===== src/rtl/xup_2_to_1_arb_reg_pkg.sv =====
// ----------------------------------------------------------------------------
// xup_2_to_1_arb_reg_pkg
//   Shared definitions for the 2:1 arbitrated register stage and its vector mux.
//   - GRANT_A / GRANT_B : grant encodings, same sense as the mux select
//                         (0 selects A, 1 selects B).
//   - lock_state_t      : packet-lock state, used when XUP_ARB_LOCK_EN is defined.
//   - rr_grant()        : round-robin grant decision for the unlocked case.
// ----------------------------------------------------------------------------
package xup_2_to_1_arb_reg_pkg;

    localparam logic GRANT_A = 1'b0;
    localparam logic GRANT_B = 1'b1;

    typedef enum logic [1:0] {
        UNLOCKED = 2'd0,
        LOCK_A   = 2'd1,
        LOCK_B   = 2'd2
    } lock_state_t;

    // Returns {grant_b, grant_a}. A lone requester always wins; with both
    // requesting, the channel that did not win last time is granted.
    function automatic logic [1:0] rr_grant(input logic av,
                                            input logic bv,
                                            input logic last);
        if (av && bv) begin
            return (last == GRANT_B) ? 2'b01 : 2'b10;
        end
        return {bv, av};
    endfunction

endpackage


===== src/rtl/xup_2_to_1_mux_vector.sv =====
// ----------------------------------------------------------------------------
// xup_2_to_1_mux_vector
//   SIZE-bit wide 2:1 multiplexer.
//   Parameters:
//     SIZE   data width
//     DELAY  simulation-only propagation delay in ns; has no effect on the
//            synthesised logic
//   Ports:
//     a    in   SIZE  input selected when sel = GRANT_A (0)
//     b    in   SIZE  input selected when sel = GRANT_B (1)
//     sel  in   1     select
//     y    out  SIZE  selected word
// ----------------------------------------------------------------------------
module xup_2_to_1_mux_vector
    import xup_2_to_1_arb_reg_pkg::*;
#(
    parameter int SIZE  = 8,
    parameter int DELAY = 0
)
(
    input  logic [SIZE-1:0] a,
    input  logic [SIZE-1:0] b,
    input  logic            sel,
    output logic [SIZE-1:0] y
);

    // DELAY only shapes simulation timing; it is deliberately not used here.
    logic unused_delay;
    assign unused_delay = (DELAY != 0);

    assign y = (sel == GRANT_B) ? b : a;

endmodule


===== src/rtl/xup_2_to_1_arb_reg.sv =====
// ----------------------------------------------------------------------------
// xup_2_to_1_arb_reg
//   Round-robin arbiter for two valid/ready source channels (A, B) feeding a
//   single one-entry registered output stage with a valid/ready handshake.
//   The winning channel drives the select of an xup_2_to_1_mux_vector whose
//   output is captured into y.
//
//   Optional feature (compile-time macro XUP_ARB_LOCK_EN):
//     Adds a_last / b_last. A beat transferred with last=0 locks the arbiter
//     to that channel until its beat with last=1 transfers.
//
//   Parameters:
//     SIZE   data width of a_data, b_data, y
//     DELAY  simulation-only clk-to-q delay in ns; no effect on the
//            synthesised logic
//   Ports:
//     clk      in   1     rising-edge clock
//     reset    in   1     asynchronous, active-high reset
//     a_data   in   SIZE  channel A word
//     a_valid  in   1     channel A word valid
//     a_last   in   1     channel A end of packet (XUP_ARB_LOCK_EN only)
//     a_ready  out  1     channel A word accepted this cycle
//     b_data   in   SIZE  channel B word
//     b_valid  in   1     channel B word valid
//     b_last   in   1     channel B end of packet (XUP_ARB_LOCK_EN only)
//     b_ready  out  1     channel B word accepted this cycle
//     sel      out  1     combinational mux select, 0 = A, 1 = B
//     y        out  SIZE  registered output word
//     y_valid  out  1     y holds an unconsumed word
//     y_ready  in   1     consumer accepts y this cycle
// ----------------------------------------------------------------------------
module xup_2_to_1_arb_reg
    import xup_2_to_1_arb_reg_pkg::*;
#(
    parameter int SIZE  = 8,
    parameter int DELAY = 1
)
(
    input  logic            clk,
    input  logic            reset,
    input  logic [SIZE-1:0] a_data,
    input  logic            a_valid,
`ifdef XUP_ARB_LOCK_EN
    input  logic            a_last,
`endif
    output logic            a_ready,
    input  logic [SIZE-1:0] b_data,
    input  logic            b_valid,
`ifdef XUP_ARB_LOCK_EN
    input  logic            b_last,
`endif
    output logic            b_ready,
    output logic            sel,
    output logic [SIZE-1:0] y,
    output logic            y_valid,
    input  logic            y_ready
);

    // DELAY only shapes simulation timing; it is deliberately not used here.
    logic unused_delay;
    assign unused_delay = (DELAY != 0);

    logic            last_grant;
    logic            sel_q;
    logic            load;
    logic            grant_a;
    logic            grant_b;
    logic            xfer;
    logic [SIZE-1:0] mux_y;

`ifdef XUP_ARB_LOCK_EN
    lock_state_t     lock_state;
`endif

    // ------------------------------------------------------------------
    // Arbitration
    // ------------------------------------------------------------------
    always_comb begin
        grant_a = 1'b0;
        grant_b = 1'b0;
`ifdef XUP_ARB_LOCK_EN
        // A locked owner keeps the grant even while idle, so the other
        // channel cannot slip a beat into the middle of a packet.
        case (lock_state)
            LOCK_A:  grant_a = a_valid;
            LOCK_B:  grant_b = b_valid;
            default: {grant_b, grant_a} = rr_grant(a_valid, b_valid, last_grant);
        endcase
`else
        {grant_b, grant_a} = rr_grant(a_valid, b_valid, last_grant);
`endif
    end

    // With no grant the select keeps pointing at the last granted channel.
    always_comb begin
        if (grant_a) begin
            sel = GRANT_A;
        end else if (grant_b) begin
            sel = GRANT_B;
        end else begin
            sel = sel_q;
        end
    end

    // The output slot can take a word when it is empty or being drained.
    assign load    = !y_valid || y_ready;
    // Readies are masked during reset so nothing looks accepted while the
    // stage is being cleared.
    assign a_ready = load && grant_a && !reset;
    assign b_ready = load && grant_b && !reset;
    // A grant implies the matching valid, so ready alone marks a transfer.
    assign xfer    = a_ready || b_ready;

    // ------------------------------------------------------------------
    // Datapath mux
    // ------------------------------------------------------------------
    xup_2_to_1_mux_vector #(
        .SIZE  (SIZE),
        .DELAY (0)
    ) u_mux (
        .a   (a_data),
        .b   (b_data),
        .sel (sel),
        .y   (mux_y)
    );

    // ------------------------------------------------------------------
    // Output register, grant history and lock state
    // ------------------------------------------------------------------
    always_ff @(posedge clk or posedge reset) begin
        if (reset) begin
            y          <= '0;
            y_valid    <= 1'b0;
            last_grant <= GRANT_B;
            sel_q      <= GRANT_B;
`ifdef XUP_ARB_LOCK_EN
            lock_state <= UNLOCKED;
`endif
        end else begin
            if (grant_a || grant_b) begin
                sel_q <= sel;
            end

            if (xfer) begin
                y          <= mux_y;
                y_valid    <= 1'b1;
                last_grant <= sel;
            end else if (y_ready) begin
                y_valid    <= 1'b0;
            end

`ifdef XUP_ARB_LOCK_EN
            if (a_ready) begin
                lock_state <= a_last ? UNLOCKED : LOCK_A;
            end else if (b_ready) begin
                lock_state <= b_last ? UNLOCKED : LOCK_B;
            end
`endif
        end
    end

    a_one_hot_ready: assert property (@(posedge clk) disable iff (reset)
        !(a_ready && b_ready));

endmodule


===== config.mk =====
export PLATFORM = sky130hd
export DESIGN_NAME = xup_2_to_1_arb_reg
export DESIGN_NICKNAME = d
export VERILOG_FILES = /design/src/rtl/xup_2_to_1_arb_reg_pkg.sv /design/src/rtl/xup_2_to_1_mux_vector.sv /design/src/rtl/xup_2_to_1_arb_reg.sv
export SDC_FILE = /design/constraint.sdc
export NUM_CORES = 1
export LEC_CHECK = 0
export BUFFER_PORTS_ARGS = -buffer_cell sky130_fd_sc_hd__buf_2
export CAP_MARGIN = 10
export CORE_MARGIN = 5
export CORE_UTILIZATION = 42
export CTS_BUF_LIST = sky130_fd_sc_hd__clkbuf_16
export DETAILED_ROUTE_END_ITERATION = 12
export PLACE_DENSITY = 0.76
export REMOVE_ABC_BUFFERS = 1
export SLEW_MARGIN = 10
export SYNTH_ARGS = -nofsm -noshare
export SYNTH_HDL_FRONTEND = slang
export SYNTH_SLANG_ARGS = --single-unit

===== constraint.sdc =====
create_clock -name clk -period 1.9 [get_ports clk]
set_clock_uncertainty 0.15 [all_clocks]
set_input_delay 0.095 -clock clk [delete_from_list [all_inputs] [get_ports clk]]
set_output_delay 0.095 -clock clk [all_outputs]
set_load 0.1 [all_outputs]

==> Yosys cells after proc, flatten, opt, wreduce, memory -nomap -nowiden <==
Index checks and enable logic that the tools add are counted.
{ "word_totals": {"regBits": 11, "output_inout_bits": 12} }
{ "op_classes": {"mux": 9, "reduce_logical": 11} }
{ "op_table": {"columns": ["operator", "count"], "rows": [
  ["8-bit 2-to-1 mux", 1],
  ["2-bit 2-to-1 mux", 3],
  ["1-bit logical AND", 5],
  ["1-bit 2-to-1 mux", 5],
  ["1-bit logical OR", 3],
  ["1-bit zero test", 2],
  ["2-bit nonzero test", 1]
]} }

==> Depth between registers and ports, before layout <==
Gate-level depths: netlist (run 1).
{ "depth": {"depth_word": 7, "depth_mapped": 5, "mapped_depth_nobuf": 3} }

==> Modules after synthesis <==
Synthesis (run 1) repeated with hierarchy kept, for this count alone.
{ "hier_totals": {"cells_unflattened": 44, "area_unflattened_um2": 604.3} }
{ "modules_own_cells": {"columns": ["module", "instances", "cells_each", "area_each_um2", "seq_area_each_um2"], "rows": [
  ["xup_2_to_1_arb_reg", 1, 35, 473.0, 277.8],
  ["xup_2_to_1_mux_vector", 1, 9, 131.4, 0.0]
]} }

==> Least setup slack after synthesis (run 1) <==
OpenSTA, ideal clock, no wires.
{ "synth_path": {"path_kind": "flip-flop to output port", "startpoint": "reg y_valid", "endpoint": "out b_ready", "arrival_time_ns": 2.101, "t_required_ns": 1.655, "path_slack_ns": -0.446, "path_stages_with_launch": 4, "n_path_buf": 1, "path_cell_list": "dfrtp_1 nand2b_1 clkbuf_1 and3_1"} }
{ "synth_via": {"elab_chain_len": 4} }
{ "synth_lines": {"columns": ["element", "line_no", "source"], "rows": [
  ["start, declared", "xup_2_to_1_arb_reg.sv:55", "output logic y_valid,"],
  ["start signal, assigned", "xup_2_to_1_arb_reg.sv:133", "y_valid <= 1'b0;"],
  ["start signal, assigned", "xup_2_to_1_arb_reg.sv:146", "y_valid <= 1'b1;"],
  ["start signal, assigned", "xup_2_to_1_arb_reg.sv:149", "y_valid <= 1'b0;"],
  ["1-bit zero test", "xup_2_to_1_arb_reg.sv:106", "assign load = !y_valid || y_ready;"],
  ["1-bit logical OR", "xup_2_to_1_arb_reg.sv:106", null],
  ["1-bit logical AND (2 in series)", "xup_2_to_1_arb_reg.sv:110", "assign b_ready = load && grant_b && !reset;"],
  ["end, declared", "xup_2_to_1_arb_reg.sv:52", "output logic b_ready,"]
]} }
Every way passes these cells.

==> Worst setup path after layout (run 1) <==
{ "layout_path": {"startpoint": "reg last_grant", "endpoint": "out b_ready"} }
{ "layout_via": {"elab_chain_len": 5} }
{ "layout_lines": {"columns": ["element", "line_no", "source"], "rows": [
  ["start, declared", "xup_2_to_1_arb_reg.sv:63", "logic last_grant;"],
  ["start signal, assigned", "xup_2_to_1_arb_reg.sv:147", "last_grant <= sel;"],
  ["2-bit 2-to-1 mux", "xup_2_to_1_arb_reg_pkg.sv:26", "return (last == GRANT_B) ? 2'b01 : 2'b10;"],
  ["2-bit 2-to-1 mux", "xup_2_to_1_arb_reg_pkg.sv:25", "if (av && bv) begin"],
  ["2-bit 2-to-1 mux", "xup_2_to_1_arb_reg_pkg.sv:28", "return {bv, av};"],
  ["1-bit logical AND (2 in series)", "xup_2_to_1_arb_reg.sv:110", null]
]} }
Every way passes these cells. The select of a mux whose other input is x is not followed.

==> results.yml, run 1 <==
outcome:
  status: "finished clean"
global_routing:
  grt_pass1_vias: 693
  grt_start_max_net_pins: 23
  grt_pass1_wl_um: 3187
  overflow: 0
  grt.total_usage_pct: 17.01
  antenna_found_initial: 0
placed_design:
  routabilityCongestion: 0.7946
  port_buffers: 32
  place_area_um2: 808.3
  dp_hpwl_um: 1311
clock_tree:
  cts_setup_buffers: 0
  cts_tree: "yes"
  cts.hold.buffers_added: 13
  ctsHtreeMaxLevel: 1
  cts_max_path_buffers: 2
  numCtsBuffers: 3
  clkTransAtPathRegs_ps: 40
  clkLatencyLatePin_ps: 240
  cts_resized: 0
  clockRootBuffer: "clkbuf_16"
  clock_sinks: 11
floorplan:
  core_mm2: 0.001350
  die_y_um: 48.48
  die_x_um: 48.48
  die_area_mm2: 0.002350
  start_util_pct: 46.06
  boundaryPins: 33
  fp-row-count: 13
synth:
  netlist_instances: 67
  synth_area_per_cell_um2: 9.281
  yosysUniqueCellTypes: 19
  yosys_register_bits: 11
  synthesis.area_um2: 621.8
  yosysWarnings: 0
  yosysSeqAreaShare_pct: 44.67
timing:
  fin_crit_ps: 1782
  final.period_utilization_pct: 93.79
  slew_headroom_pct: 63.28
  max_freq_mhz: 561.2
  rsz0062_at_grt: "false"
  hold_violations: 0
  finalSetupViolCount: 0
  tightestPinTransition_ps: 549.6
  slew_viol_final: 0
layout:
  seqCellArea_um2: 277.8
  drive_gt1_share_pct: 37.50
  final_util_pct: 75.35
  multi_input_area_um2: 302.8
  num_antenna_cells: 0
  nNetsFinal: 134
  n_fill_cell: 96
  area_growth_pct: 63.58
  finalInstanceArea_mm2: 0.001017
drt:
  drtIter0Drc: 41
  wire_per_inst_um: 15.93
  viasPerCell: 5.732
  route.detailed.drc: 0
  first_pass_iters: 4
  vias: 728
  ant_nets: 0
  routed_wl_um: 2023
hold_path:
  hold_path_class: "in2reg"
power:
  p_per_area_mw_per_mm2: 1244
  switching_share_pct: 45.23
  p_switching_mw: 0.5722
  ir_worst_vdd_v: 0.0006373
  seq_power_share_pct: 25.0
  pwr-share-comb_pct: 45.4
  p_clk_share_pct: 29.6
  p_int_mw: 0.6928
  p_leak_nw: 0.4621
critical_path:
  cp-start-kind: "flip-flop"
  worstPathRequired_ps: 1650
  worstSetupPathType: "reg2out"
  cp-end-kind: "output port"
  path_max_fanout: 9
  arrival_ps: 1540
flow_run:
  maxCapViolCount: 0
## metal layers
layer,GRT usage (%),up-vias,share of wire [%]
li1,-,343,-
met1,21.17,341,42
met2,26.96,36,49
met3,1.835,8,5.8
met4,12.11,0,2.9
met5,0,-,0
## synth_stat cells
library cell   n  area share (%)
a31oi_1       17              17
dfrtp_1        9              36
o21ai_0        9             7.2
nand3_1        8             6.4
clkbuf_1       4             2.4
nand2b_1       3             3.0
and3_1         2             2.0
buf_6          2             3.6
dfstp_2        2             8.5
nand2_1        2             1.2
a21bo_2        1             1.6
a21boi_1       1             1.2
a31oi_4        1             3.4
and2_1         1             1.0
and3_4         1             1.8
inv_1          1            0.60
nor2_1         1            0.60
nor2b_1        1             1.0
or2_1          1             1.0
## layout make-up
type	instances	share of cell area [%]
timing repair buffer	47	32.96
multi-input combinational	49	29.77
sequential	11	27.31
clock buffer	3	7.380
tap	15	1.845
clock inverter	1	0.3690
inverter	1	0.3690
## metrics by stage
step | hold WS, ps | setup TNS (ps) | std cells | power, mW | worst slack (ps)
final | 2.670 | 0 | 127 | 1.265 | 118.0
after global routing | 25.31 | 0 | 127 | 1.316 | 23.30
after CTS | 1.503 | 0 | 127 | 1.273 | 131.0
after detailed placement | -4.272 | 0 | 110 | 0.8683 | 350.2
after global placement | -5.012 | 0 | 110 | 0.8588 | 404.3
after floorplan | -112.6 | -1148 | 61 | 0.7536 | -471.8
## cells by family (layout without fill, tap and decap cells)
logic type,Yosys count,after routing,synth area share [%]
AO/OA/AOI/OAI,29,29,30.58
AND/OR/NAND/NOR,20,20,18.11
flip-flops,11,11,44.67
buffers and inverters,7,52,6.638
## registers in the layout, indices dropped and copies added, names as in the netlist
register / cells
sel_q: 1
y: 8
last_grant: 1
y_valid: 1
## worst max-delay path, cell delays in order, from the launching register on
cell	delay [ps]
dfstp_2	380
a21boi_1	440
and3_1	300
buf_12	180
## cells in the final DEF (no fill, tap or decap), drive strengths merged
master / netlist / routed
a21bo: 1 / 1
nor2: 1 / 1
nand2b: 3 / 3
clkbuf: 4 / 3
a31oi: 18 / 18
dfstp: 2 / 2
nand2: 2 / 2
or2: 1 / 1
and3: 3 / 3
nor2b: 1 / 1
buf: 2 / 34
nand3: 8 / 8
inv: 1 / 2
and2: 1 / 1
dlygate4sd3: 0 / 13
o21ai: 9 / 9
dfrtp: 9 / 9
a21boi: 1 / 1
## worst paths after layout
path	startpoint	endpoint	slack, ps	cells after the start
setup reg to reg	sel_q$_DFFE_PP1P_	y[3]$_DFFE_PP0P_	310	3
hold / removal	b_data[7]	y[7]$_DFFE_PP0P_	3	3
max in group asynchronous	reset	sel_q$_DFFE_PP1P_	1030	4
hold reg to reg	y[1]$_DFFE_PP0P_	y[1]$_DFFE_PP0P_	410	2
min in group asynchronous	reset	y_valid$_DFFE_PP0P_	310	4
setup / recovery	last_grant$_DFFE_PP1P_	b_ready	120	3
## power groups by stage
stage               clock network [mW]  logic (mW)  registers, mW
finish                           0.375       0.574          0.316
CTS                              0.387       0.572          0.315
global route                     0.396       0.599          0.321
global placement                     0       0.545          0.313
floorplan                            0       0.159          0.594
detailed placement                   0       0.549          0.319
Note: power is estimated with default switching activity, not from simulation.
==> run 2: changes to the inputs <==
--- a/config.mk
+++ b/config.mk
@@ -5,6 +5,7 @@
 export SDC_FILE = /design/constraint.sdc
 export NUM_CORES = 1
 export LEC_CHECK = 0
+export ABC_CLOCK_PERIOD_IN_PS = 2000
 export BUFFER_PORTS_ARGS = -buffer_cell sky130_fd_sc_hd__buf_2
 export CAP_MARGIN = 10
 export CORE_MARGIN = 5
==> constraint.sdc (replaced) <==
create_clock -name clk -period 2 [get_ports clk]
set_clock_uncertainty 0.15 [all_clocks]
set_input_delay 0.1 -clock clk [delete_from_list [all_inputs] [get_ports clk]]
set_output_delay 0.1 -clock clk [all_outputs]
set_load 0.1 [all_outputs]
==> run 2 against run 1 <==
Against the previous run: critical path type is now in2out; worst setup slack better by 52 ps; critical path depth up 2; wire length down 7.6%; largest cell class is now multi-input gates; via count down 5.1%; cell area down 3.3%; sequential power down 5%; register-to-register slack better by 170 ps; hold slack worse by 4.9 ps; the flow now finishes with violations (negative hold slack); first-iteration DRC count up 7.3%.
==> results.yml, run 2 (synthesis gave the netlist of run 1 again) <==
outcome:
  status: "complete, but fails checks"
  violations: "negative hold slack"
layout:
  nNetsFinal: 130
  area_growth_pct: 58.15
  most-common-layout-cells: "29 x buf_2, 17 x a31oi_1, 9 x o21ai_0, 9 x dlygate4sd3_1, 9 x dfrtp_1"
  multi_input_area_um2: 306.5
  largest-register: "y"
  seqCellArea_um2: 277.8
  num_antenna_cells: 0
  final_common_cell: "buf_2"
  drive_gt1_share_pct: 39.81
  n_fill_cell: 94
  largest_reg_flops: 8
  finalInstanceArea_um2: 983.4
timing:
  slew_viol_final: 0
  slew_headroom_pct: 67.63
  tightestPinTransition_ps: 488.9
  finalSetupTns_ps: 0
  hold-worst-slack_ps: -2.240
  final.period_utilization_pct: 91.52
  max_freq_mhz: 546.3
  timing.final.ws_setup_ps: 169.6
  finalSetupViolCount: 0
  hold_violations: 1
  rsz0062_at_grt: "false"
  fin_crit_ps: 1830
drt:
  viasPerCell: 5.618
  route.detailed.drc: 0
  vias: 691
  wire_per_inst_um: 15.20
  routed_wl_um: 1870
  ant_nets: 0
  first_pass_iters: 4
  drtIter0Drc: 44
power:
  ir_worst_vdd_v: 0.0006393
  finalPower_mw: 1.193
  p_per_area_mw_per_mm2: 1213
  p_leak_nw: 0.4466
clock_tree:
  cts_setup_buffers: 0
  cts_max_path_buffers: 2
  clkLatencyLatePin_ps: 230
  clockRootBuffer: "clkbuf_16"
  clock_sinks: 11
  clkTransAtPathRegs_ps: 40
  ctsHtreeMaxLevel: 1
  numCtsBuffers: 3
  cts_tree: "yes"
global_routing:
  grt_start_max_net_pins: 23
  antenna_found_initial: 0
  overflow: 0
  grt_pass1_vias: 676
  grt.total_usage_pct: 15.62
  grt_pass1_wl_um: 3042
floorplan:
  fp-row-count: 13
  core_mm2: 0.001350
  die_y_um: 48.48
  die_area_mm2: 0.002350
  boundaryPins: 33
  start_util_pct: 46.06
  die_x_um: 48.48
critical_path:
  worstSetupPathType: "in2out"
  cp_top_family: "buffers and inverters"
  cpMaxStageDelayCell: "dlygate4sd3_1"
  cp_cell_sequence: "dlygate4sd3_1 > buf_2 > nand2b_1 > nand2_1 > clkbuf_4"
  max_stage_delay_ps: 540
  crit_buf_inv: 3
  path_max_fanout: 10
  worstPathRequired_ps: 1750
  cp-end-kind: "output port"
  arrival_ps: 1580
  cp-start-kind: "input port"
placed_design:
  routabilityCongestion: 0.7887
  place_area_um2: 808.3
  dp_hpwl_um: 1262
  pre_cts_ws_ps: 495.0
  port_buffers: 32
hold_path:
  hold_path_class: "in2reg"
flow_run:
  maxCapViolCount: 0
## run 2: area by class of cell
type,count,share of cell area [%]
clock inverters,1,0.3817
inverters,1,0.3817
repair buffers,43,30.28
multi-input cells,49,31.17
clock buffers,3,7.634
flip-flops and latches,11,28.24
well taps,15,1.908
## run 2: per-layer routing
layer | up-vias | wire length [µm] | track usage [%]
met1 | 315 | 877 | 20.98
met4 | 0 | 33 | 7.175
met2 | 33 | 816 | 23.48
met5 | - | 0 | 0
li1 | 339 | - | -
met3 | 4 | 143 | 3.670
## run 2: repair_timing
action | in CTS | in global routing
hold buffers | 9 | 0
gates resized for setup | 0 | 2
setup endpoints to repair | 0 | 1
endpoints found under the hold margin | 18 | 0
## run 2: metrics by stage
stage | util, % | std cells
after global routing | 72.85 | 123
after CTS | 72.38 | 123
after floorplan | - | 61
after global placement | 59.87 | 110
after detailed placement | 59.87 | 110
final | 72.85 | 123
## run 2: final timing paths
check / slack (ps) / from / depth (start not counted) / endpoint
worst max-delay path: 170 / a_valid / 5 / sel
worst min-delay path: -2 / a_data[0] / 3 / y[0]$_DFFE_PP0P_
worst max register to register: 480 / sel_q$_DFFE_PP1P_ / 3 / y[3]$_DFFE_PP0P_
worst min register to register: 400 / y[6]$_DFFE_PP0P_ / 2 / y[6]$_DFFE_PP0P_
max in group asynchronous: 1120 / reset / 4 / sel_q$_DFFE_PP1P_
min in group asynchronous: 330 / reset / 4 / y_valid$_DFFE_PP0P_
## run 2: report_power, final
group	internal, mW	leakage, nW	switching, mW
Combinational	0.119	0.283	0.420
Clock	0.262	0.0423	0.0921
Sequential	0.274	0.122	0.0259
Total	0.655	0.447	0.538
## run 2: worst register-to-register path, cell delays in order, from the launching register on
cell,delay [ps]
dfstp_2,520
nor2b_1,360
o21ai_0,230
a31oi_4,180
==> run 3: changes to the inputs <==
--- a/config.mk
+++ b/config.mk
@@ -17,4 +17,5 @@
 export SLEW_MARGIN = 10
 export SYNTH_ARGS = -nofsm -noshare
 export SYNTH_HDL_FRONTEND = slang
+export SYNTH_HIERARCHICAL = 1
 export SYNTH_SLANG_ARGS = --single-unit
==> run 3 against run 2 <==
Against the previous run: the flow now finishes without violations; core utilization is 6.4 points lower; register-to-register slack worse by 270 ps; worst setup slack worse by 26 ps; die area is 2.3% lower; via count is 30% lower; critical path type unchanged; critical endpoint unchanged; largest power group unchanged; highest routed layer unchanged.
==> results.yml, run 3 <==
clock_tree:
  clkLatencyLatePin_ps: 230
  ctsHtreeMaxLevel: 1
  clockRootBuffer: "clkbuf_16"
  cts_setup_buffers: 0
  clock_sinks: 11
  clkTransAtPathRegs_ps: 40
  cts_tree: "yes"
  cts_resized: 0
  numCtsBuffers: 3
  cts_max_path_buffers: 2
drt:
  dr_wl_met3_um: 168
  vias: 484
  first_pass_iters: 4
  viasPerCell: 4.939
  top_layer: "met4"
  drtIter0Drc: 4
  met1Wirelength_um: 574
  met2_length_um: 587
  wire_per_inst_um: 13.76
  route.detailed.drc: 0
  routed_wl_um: 1348
  ant_nets: 0
timing:
  hold-worst-slack_ps: 54.26
  slew_viol_final: 0
  timing.final.ws_setup_ps: 144.0
  rsz0062_at_grt: "false"
  finalSetupViolCount: 0
  tightestPinTransition_ps: 491.4
  max_freq_mhz: 538.8
  finalSetupTns_ps: 0
  fin_crit_ps: 1856
  slew_headroom_pct: 67.47
  final.period_utilization_pct: 92.80
  hold_violations: 0
critical_path:
  arrival_ps: 1610
  cp-end-kind: "output port"
  path_max_fanout: 9
  r2r_cells: 5
  cp-start-kind: "input port"
  worstPathRequired_ps: 1750
  reg2reg_setup_slack_ps: 210
  reg2reg_from: "last_grant$_DFFE_PP1P_"
  worstSetupPathType: "in2out"
  timing.rr.end: "y[3]$_DFFE_PP0P_"
layout:
  largest-register: "y"
  drive_gt1_share_pct: 71.08
  final_common_cell: "buf_2"
  area_growth_pct: 46.58
  most-common-layout-cells: "32 x buf_2, 9 x dfrtp_1, 8 x mux2_2, 8 x mux2_4, 3 x clkbuf_16"
  nNetsFinal: 105
  n_fill_cell: 114
  num_antenna_cells: 0
  largest_reg_flops: 8
  stdcell_count: 98
power:
  p_leak_nw: 0.4527
  p_per_area_mw_per_mm2: 1431
  ir_worst_vdd_v: 0.0008229
outcome:
  status: "finished clean"
hold_path:
  hold_path_startpoint: "b_valid"
  worst_hold_path.endpoint: "sel_q$_DFFE_PP1P_"
  min_path_cells: 3
  hold_path_class: "in2reg"
synth:
  synth_commonest_cells: "9 x dfrtp_1, 8 x mux2_2, 8 x mux2_4, 3 x o21ai_0"
  netlist_instances: 44
  yosysSeqAreaShare_pct: 45.96
  yosys.area.top_type: "dfrtp_1"
  yosys_register_bits: 11
  yosys.area.top_type_share_pct: 37.27
  async_flop_share_pct: 100.0
  ys_top_cells_by_area: "dfrtp_1 37%, mux2_4 20%, mux2_2 15%"
  yosys.cell_count.top_type: "dfrtp_1"
  synth_edf_count: 0
  synth_ff_type: "dfrtp_1"
  synth_area_per_cell_um2: 13.73
  yosysUniqueCellTypes: 16
  yosysWarnings: 6
  synthesis.area_um2: 604.3
floorplan:
  die_y_um: 47.93
  die_x_um: 47.93
  fp-row-count: 13
  die_area_mm2: 0.002297
  core_mm2: 0.001334
  boundaryPins: 33
  start_util_pct: 45.31
placed_design:
  pre_cts_ws_ps: 228.4
  routabilityCongestion: 0.8072
  dp_cells: 92
  port_buffers: 32
global_routing:
  grt_pass1_wl_um: 2145
  overflow: 0
  grt.total_usage_pct: 13.62
  antenna_found_initial: 0
  grt_pass1_vias: 507
  grt_start_max_net_pins: 13
flow_run:
  maxCapViolCount: 0
-- run 3: changes by cell type in the layout (fill, tap and decap cells not counted), sizes merged, moves of 2 or more --
cell | before | now
nand3 | 8 | 1
a31oi | 18 | 2
dlygate4sd3 | 9 | 2
o21ai | 9 | 3
nand2 | 2 | 0
and3 | 3 | 1
nor2 | 1 | 3
mux2 | 0 | 16
-- run 3: layout make-up --
| class | instances | area, µm² | share of cell area (%) |
|---|---|---|---|
| Timing Repair Buffer | 36 | 195.2 | 22.03 |
| Clock inverter | 1 | 3.754 | 0.4237 |
| Sequential cell | 11 | 277.8 | 31.36 |
| Multi-Input combinational cell | 31 | 311.5 | 35.17 |
| Tap cell | 15 | 18.77 | 2.119 |
| Clock buffer | 3 | 75.07 | 8.475 |
| Inverter | 1 | 3.754 | 0.4237 |
-- run 3: cell families (layout without fill, tap and decap cells) --
group,Yosys count,in the layout,share of synthesized area (%)
mux,16,16,34.78
compound gates,6,6,5.381
flops,11,11,45.96
simple gates,9,9,11.39
buf+inv,2,41,2.484
-- run 3: through the flow --
stage | instance area (µm²) | power [mW] | util, %
2_1_floorplan | 593.1 | 0.8177 | -
3_5_place_dp | 787.0 | 0.9137 | 59.01
4_1_cts | 885.9 | 1.279 | 66.42
3_3_place_gp | 787.0 | 0.9051 | 59.01
6_report | 885.9 | 1.268 | 66.42
5_1_grt | 885.9 | 1.317 | 66.42
-- run 3: worst max-delay path by stage --
stage / slack [ps] / start / end / depth (start not counted)
after detailed placement: 230 / last_grant$_DFFE_PP1P_ / y[7]$_DFFE_PP0P_ / 5
after floorplan: -2410 / sel_q$_DFFE_PP1P_ / y[0]$_DFFE_PP0P_ / 4
after CTS: 150 / a_valid / sel / 5
after global routing: 90 / a_valid / sel / 5
after global placement: 270 / last_grant$_DFFE_PP1P_ / y[5]$_DFFE_PP0P_ / 5
final: 140 / a_valid / sel / 5
-- run 3: per-layer routing --
metal,track usage (%),vias up
li1,-,235
met1,16.74,220
met2,21.37,27
met3,3.383,2
met4,8.065,0
met5,0,-
-- run 3: worst max-delay path: stages --
cell and delay (ps):
dlygate4sd3_1 530, buf_2 160, o21ai_1 140, buf_4 220, buf_2 450
-- run 3: power by group --
group	total (mW)	switching (mW)	internal, mW
registers	0.311	0.0279	0.283
logic	0.602	0.461	0.141
clock network	0.355	0.0931	0.262
total	1.27	0.582	0.686
-- run 3: what timing repair did --
| item | in CTS | in global routing |
|---|---|---|
| setup endpoints to repair | 0 | 0 |
| hold endpoints to repair | 14 | 0 |
| hold buffers | 2 | 0 |
